**src/rtl/control_sequencer_pkg.sv**
```systemverilog
// Shared opcode, state and width definitions for the control sequencer.
package control_sequencer_pkg;

  localparam int unsigned INSTR_W = 12;

  localparam logic [3:0] OP_JMP  = 4'h8;
  localparam logic [3:0] OP_JZ   = 4'h9;
  localparam logic [3:0] OP_JNZ  = 4'hA;
  localparam logic [3:0] OP_NOP  = 4'hB;
  localparam logic [3:0] OP_HALT = 4'hC;

  localparam logic [1:0] S_FETCH   = 2'd0;
  localparam logic [1:0] S_DECODE  = 2'd1;
  localparam logic [1:0] S_EXECUTE = 2'd2;
  localparam logic [1:0] S_HALTED  = 2'd3;

  localparam logic [INSTR_W-1:0] IR_RESET = 12'h0B0;

  // Opcodes 0x0..0x7 are ALU operations; bit 3 set means control/NOP.
  function automatic logic is_alu(input logic [3:0] opcode);
    return !opcode[3];
  endfunction

endpackage

```
**src/rtl/control_sequencer_program_counter.sv**
```systemverilog
// Modulo-2^PC_W program counter with clear, load and increment.
module control_sequencer_program_counter #(
  parameter int unsigned PC_W = 8
) (
  input  logic            clk,
  input  logic            clear,
  input  logic            load,
  input  logic            inc,
  input  logic [PC_W-1:0] load_value,
  output logic [PC_W-1:0] pc
);

  logic [PC_W-1:0] pc_q;

  // Clear has priority so a reset during EXECUTE blocks the pc update.
  always_ff @(posedge clk) begin
    if (clear) begin
      pc_q <= '0;
    end else if (load) begin
      pc_q <= load_value;
    end else if (inc) begin
      pc_q <= pc_q + PC_W'(1);
    end
  end

  assign pc = pc_q;

endmodule

```
**src/rtl/control_sequencer.sv**
```systemverilog
// Fetch/decode/execute sequencer driving operation_block from a synchronous program ROM.
module control_sequencer
  import control_sequencer_pkg::*;
#(
  parameter int unsigned PC_W = 8
) (
  input  logic               clk,
  input  logic               rst,
  output logic [PC_W-1:0]    instr_addr,
  input  logic [INSTR_W-1:0] instr_data,
  input  logic [7:0]         acc_value,
  output logic [2:0]         operation_code,
  output logic               aku_enable,
  output logic [7:0]         in_b,
  output logic               halted,
  output logic [PC_W-1:0]    pc
);

  logic [1:0]         state_q, state_d;
  logic [INSTR_W-1:0] ir_q;
  logic [3:0]         opcode;
  logic [7:0]         imm;
  logic               pc_load, pc_inc;

  assign opcode = ir_q[11:8];
  assign imm    = ir_q[7:0];

  always_comb begin
    state_d = state_q;
    pc_load = 1'b0;
    pc_inc  = 1'b0;
    case (state_q)
      S_FETCH:  state_d = S_DECODE;
      S_DECODE: state_d = S_EXECUTE;
      S_EXECUTE: begin
        state_d = S_FETCH;
        case (opcode)
          OP_JMP: pc_load = 1'b1;
          OP_JZ: begin
            pc_load = (acc_value == 8'd0);
            pc_inc  = (acc_value != 8'd0);
          end
          OP_JNZ: begin
            pc_load = (acc_value != 8'd0);
            pc_inc  = (acc_value == 8'd0);
          end
          OP_HALT: state_d = S_HALTED;
          OP_NOP:  pc_inc = 1'b1;
          default: pc_inc = 1'b1;
        endcase
      end
      S_HALTED: state_d = S_HALTED;
      default:  state_d = S_FETCH;
    endcase
  end

  always_ff @(posedge clk) begin
    if (rst) begin
      state_q <= S_FETCH;
      ir_q    <= IR_RESET;
    end else begin
      state_q <= state_d;
      // ROM data for the address presented in FETCH is valid during DECODE.
      if (state_q == S_DECODE) begin
        ir_q <= instr_data;
      end
    end
  end

  control_sequencer_program_counter #(
    .PC_W(PC_W)
  ) u_program_counter (
    .clk       (clk),
    .clear     (rst),
    .load      (pc_load),
    .inc       (pc_inc),
    .load_value(imm[PC_W-1:0]),
    .pc        (pc)
  );

  assign instr_addr     = pc;
  assign operation_code = ir_q[10:8];
  assign in_b           = imm;
  assign aku_enable     = (state_q == S_EXECUTE) && is_alu(opcode);
  assign halted         = (state_q == S_HALTED);

endmodule
```
**config.mk**
```make
export PLATFORM = sky130hd
export DESIGN_NAME = control_sequencer
export DESIGN_NICKNAME = d
export VERILOG_FILES = /design/src/rtl/control_sequencer_pkg.sv /design/src/rtl/control_sequencer_program_counter.sv /design/src/rtl/control_sequencer.sv
export SDC_FILE = /design/constraint.sdc
export NUM_CORES = 1
export LEC_CHECK = 0
export ABC_CLOCK_PERIOD_IN_PS = 5900
export CAP_MARGIN = 20
export CORE_MARGIN = 4
export CORE_UTILIZATION = 35
export CTS_CLUSTER_SIZE = 40
export DETAILED_ROUTE_END_ITERATION = 8
export GPL_ROUTABILITY_DRIVEN = 0
export GPL_TIMING_DRIVEN = 0
export PLACE_DENSITY = 0.68
export SYNTH_ARGS = -nofsm -noshare
export SYNTH_HDL_FRONTEND = slang
export SYNTH_SLANG_ARGS = --single-unit
```
**constraint.sdc**
```tcl
create_clock -name clk -period 5.9 [get_ports clk]
set_input_delay 0.59 -clock clk [delete_from_list [all_inputs] [get_ports clk]]
set_output_delay 0.59 -clock clk [all_outputs]
set_load 0.02 [all_outputs]
```
Yosys cells after proc, flatten, opt, wreduce, memory -nomap -nowiden
Cells that the tools add are included.
{"block": "word_totals", "out_inout_bits": 29, "input_bits": 22, "ff_bits": 22, "word_cells": 26}
{"block": "op_classes", "addsub": 1, "n_mux": 8, "n_eq_ne": 7, "n_reduce_logical": 7}
{"operator": "equality test 4 bit, second input constant", "count": 4}
{"operator": "2-to-1 mux 8 bit", "count": 2}
{"operator": "adder 8 x 1 -> 8 bit, second input constant", "count": 1}
{"operator": "logical NOT 8 bit", "count": 1}
{"operator": "case mux 2 bit (4 select lines)", "count": 1}
{"operator": "nonzero test 8 bit", "count": 1}
{"operator": "case mux 1 bit (3 select lines)", "count": 2}
{"operator": "equality test 2 bit, second input constant", "count": 2}
{"operator": "equality test 2 x 1 -> 1 bit, second input constant", "count": 1}
{"operator": "logical NOT 2 bit", "count": 1}
{"operator": "2-to-1 mux 1 bit", "count": 2}
{"operator": "2-to-1 mux 2 bit", "count": 1}
{"operator": "nonzero test 2 bit", "count": 1}
{"operator": "OR reduction 2 bit", "count": 1}
{"operator": "logical AND 1 bit", "count": 1}
{"operator": "logical NOT 1 bit", "count": 1}

Logic depth before layout (Yosys ltp)
{"block": "logic_depth", "ltp_word": 6, "ltp_mapped": 6, "depth_no_buf": 5}

Modules after synthesis
Synthesis repeated with hierarchy kept, for this count alone.
{"block": "hier_totals", "hier_cells": 145, "hier_area_um2": 1224.9}
{"module": "control_sequencer", "area_per_inst_um2": 760.7, "cells_each": 92, "instances": 1, "seq_area_each_um2": 280.3}
{"module": "control_sequencer_program_counter", "area_per_inst_um2": 464.2, "cells_each": 53, "instances": 1, "seq_area_each_um2": 160.2}

Worst setup path after synthesis
Ideal clock, no wire load.
{"block": "synth_timing", "kind": "input-to-reg", "startpoint": "input acc_value[5]", "endpoint": "register u_program_counter.pc_q[3], in the netlist u_program_counter.pc[3]", "setup_time_ns": 0.120, "cell_stages": 6, "required_time_ns": 5.780, "arrival_ns": 2.330, "setup_slack_ns": 3.451, "path_buffers": 1, "path_cell_list": "or4_1 > or4_1 > buf_2 > a21o_1 > o2111a_1 > a211o_1"}
{"block": "synth_via", "elab_chain_cells": 4, "elab_cells_between_ends": 8, "cone_classes": "mux (5); reduce/logical (3)"}
{"item": "start, declared", "line": "control_sequencer.sv:11", "rtl": "input logic [7:0] acc_value,"}
{"item": "nonzero test 8 bit / logical NOT 8 bit (equally long branches)"}
{"item": "case mux 1 bit (3 select lines)", "line": "control_sequencer.sv:37", "rtl": "case (opcode)"}
{"item": "2-to-1 mux 1 bit", "line": "control_sequencer.sv:32", "rtl": "case (state_q)"}
{"item": "2-to-1 mux 8 bit / nonzero test 2 bit (equally long branches)"}
{"item": "end signal, assigned", "line": "control_sequencer_program_counter.sv:20", "rtl": "pc_q <= load_value;"}
{"item": "end signal, assigned", "line": "control_sequencer_program_counter.sv:22", "rtl": "pc_q <= pc_q + PC_W'(1);"}
{"item": "end, declared", "line": "control_sequencer_program_counter.sv:13", "rtl": "logic [PC_W-1:0] pc_q;"}
Several ways; a longest one is shown, not always the timed one.
A chain may end at the register's enable or synchronous reset.

Worst setup path in the final report
Same ends and word-level chain as after synthesis.

==> flow_metrics.env <==
export IMPL_status="finished, final reports clean"
export IMPL_clk_transition_reported_paths_ps=120
export IMPL_core_area_mm2=0.00310
export IMPL_cap_violations=0
export IMPL_yosysWarningCount=0
export IMPL_slew_headroom_pct=67.2
export IMPL_synth_area_per_cell_um2=8.31
export IMPL_grt_pass1_wl_um=4860
export IMPL_yosysTopAreaCell="dfxtp_1"
export IMPL_post_place_ws_ps=2930
export IMPL_drt_vias_per_instance=4.84
export IMPL_required_ps=6110
export IMPL_cellLeakagePower_uw=0.000705
export IMPL_synthTopCellsByArea="dfxtp_1 38%, buf_4 12%, nand2_1 9.4%"
export IMPL_ant_nets=0
export IMPL_cts_root_buf="clkbuf_4"
export IMPL_period_needed_ps=2620
export IMPL_yosysTopAreaCellShare_pct=38.1
export IMPL_post_route_period_util_pct=44.4
export IMPL_synth_most_common_cell="nand2_1"
export IMPL_hold_path_class="flop to flop"
export IMPL_ctsResizeCount=0
export IMPL_setup_tns_ps=0
export IMPL_skew_ps=3.93
export IMPL_critPathKind="input pin to flop"
export IMPL_worstSetupEndpointType="flop"
export IMPL_path_common_cell="or4_1"
export IMPL_numCtsBuffers=3
export IMPL_hold_buffers=0
export IMPL_finalHoldViolCount=0
export IMPL_wl_um=2990
export IMPL_drtIter0Drc=50
export IMPL_fillCellCount=303
export IMPL_dpl_hpwl_um=2390
export IMPL_cts_tree="yes"
export IMPL_synthCells=139
export IMPL_track_usage_pct=14.3
export IMPL_clkSinkCount=22
export IMPL_place_inst=233
export IMPL_nNetsFinal=217
export IMPL_vias=1148
export IMPL_htreeDepth=1
export IMPL_power_uw=371
export IMPL_drv_slew=0
export IMPL_ioPinCount=51
export IMPL_tightest_slew_ps=492
export IMPL_cp_slowest_stage_delay_ps=550
export IMPL_synthFlopType="dfxtp_1"
export IMPL_die_x_um=65.4
export IMPL_overflow=0
export IMPL_setup_ws_ps=3280
export IMPL_synthDistinctLibCells=32
export IMPL_rsz0062_at_grt="no"
export IMPL_io_buffers=50
export IMPL_synth_edf_count=0
export IMPL_synth_common_cells="29 x nand2_1, 22 x dfxtp_1, 19 x buf_4"
export IMPL_start_util_pct=37.2
export IMPL_synth_fp_nets=162
export IMPL_insertion_delay_ps=310
export IMPL_cts_setup_buffers=0
export IMPL_layout_drive_gt1_share_pct=13.5
export IMPL_path_buf_inv=2
export IMPL_crit_family="simple AND/OR/NAND/NOR gates"
export IMPL_ys_seq_elements=22
export IMPL_drcViolationCount=0
export IMPL_p_per_area_mw_per_mm2=210
export IMPL_grt_max_degree=14
export IMPL_path_cells="clkdlybuf4s50_1, or4_1, or4_1, buf_2, a21o_1, o2111a_1, a211o_1"
export IMPL_clock_path_buffers=2
export IMPL_ir_drop_mv=0.128
export IMPL_fin_util_pct=56.8
export IMPL_crit_fanout=6
export IMPL_core_rowCount=20
export IMPL_async_flop_share_pct=0
export IMPL_worstSetupStartpointType="input pin"
export IMPL_syn_to_final_growth_pct=52.7
export IMPL_finalNonFillerCells=237
export IMPL_syn_area_mm2=0.00115
export IMPL_arrival_ps=2830
export IMPL_wire_per_inst_um=12.6
export IMPL_fp_dieH_um=65.4
export IMPL_first_global_vias=1068
export IMPL_cpMaxStageDelayCell="or4_1"
export IMPL_setup_viol=0
export IMPL_drt_pass1_iterations=4
export IMPL_clock_fmax_ghz=0.382
export IMPL_antenna_found_initial=0
export IMPL_antennaDiodeCount=0
export IMPL_synth_yosys_seq_area_share_pct=38.1
export IMPL_die_area_mm2=0.00428
final timing paths:
check	slack, ps	cells past startpoint	start	endpoint
worst max-delay path	3280	7	acc_value[5]	u_program_counter.pc[3]
worst min-delay path	490	2	ir_q[0]	ir_q[0]
worst max register to register	3950	6	ir_q[10]	u_program_counter.pc[3]
worst min register to register	490	2	ir_q[0]	ir_q[0]
sequential cells by signal, summed over array words and instances (netlist names):
name                  cells
u_program_counter.pc      8
state_q                   2
ir_q                     12
through the flow:
step / instance area [um2] / hold WS, ps
floorplan: 1150 / 450
global placement: 1710 / 469
detailed placement: 1710 / 476
CTS: 1760 / 493
global route: 1760 / 513
finish: 1760 / 488
final cells by class:
cell class                 count  area (um2)  share of cell area (%)
buffer                        23         159                    9.01
clock buffer                   3        22.5                    1.28
clock inverter                 1        30.0                    1.70
inverter                       1        3.75                   0.213
multi-input combinational     93         552                    31.3
sequential                    22         440                    25.0
tap                           44        55.1                    3.12
timing repair buffer          50         500                    28.4
cells by family (layout without fill, tap and decap cells):
kind of cell | after synthesis | after routing | share of synthesized area, %
AND/OR/NAND/NOR | 64 | 64 | 28.4
flip-flops | 22 | 22 | 38.1
multiplexers | 1 | 1 | 0.867
XOR/XNOR | 4 | 4 | 3.03
AO/OA/AOI/OAI | 23 | 23 | 14.4
buffers and inverters | 24 | 78 | 14.1
adder cells (fa/ha/maj) | 1 | 1 | 1.08
layout by cell type (no fill, tap or decap):
cell | synthesis | routed
nor2b_1 | 3 | 3
clkbuf_1 | 3 | 3
a21oi_1 | 9 | 9
a211o_1 | 3 | 3
o311a_1 | 1 | 1
buf_4 | 19 | 19
o21ai_1 | 1 | 1
nor4b_1 | 1 | 1
or3_1 | 2 | 2
nand3_1 | 7 | 7
or4_1 | 3 | 3
nor2_4 | 1 | 1
o2bb2ai_1 | 5 | 5
nor3b_1 | 2 | 2
clkdlybuf4s50_1 | 0 | 50
ha_1 | 1 | 1
and2_1 | 1 | 1
or3b_2 | 1 | 1
clkbuf_4 | 0 | 3
and3_1 | 1 | 1
o2111a_1 | 2 | 2
nor2_1 | 4 | 4
a31oi_1 | 1 | 1
nand4_1 | 2 | 2
nand2_1 | 29 | 29
buf_2 | 1 | 1
nand4b_1 | 1 | 1
nand2b_1 | 3 | 3
bufinv_16 | 0 | 1
nor4_1 | 3 | 3
xor2_1 | 4 | 4
inv_1 | 1 | 1
mux2i_1 | 1 | 1
a21o_1 | 1 | 1
dfxtp_1 | 22 | 22
layer usage:
metal	vias up	global-route usage, %	wire length, um
met4	0	5.70	46
li1	579	-	-
met5	-	0	0
met1	525	18.5	1350
met3	5	2.05	139
met2	39	23.8	1460
worst register-to-register path: stages, from the launching register on:
cell and delay [ps]:
dfxtp_1 380, nand2b_1 160, or4_1 490, buf_2 170
a21o_1 240, o2111a_1 160, a211o_1 260
where the power goes:
group | internal (uW) | switching [uW] | total (uW)
clock network | 68.7 | 45.8 | 114
logic | 47.6 | 39.8 | 87.4
registers | 158 | 10.4 | 169
Note: power is estimated with default switching activity, not from simulation.
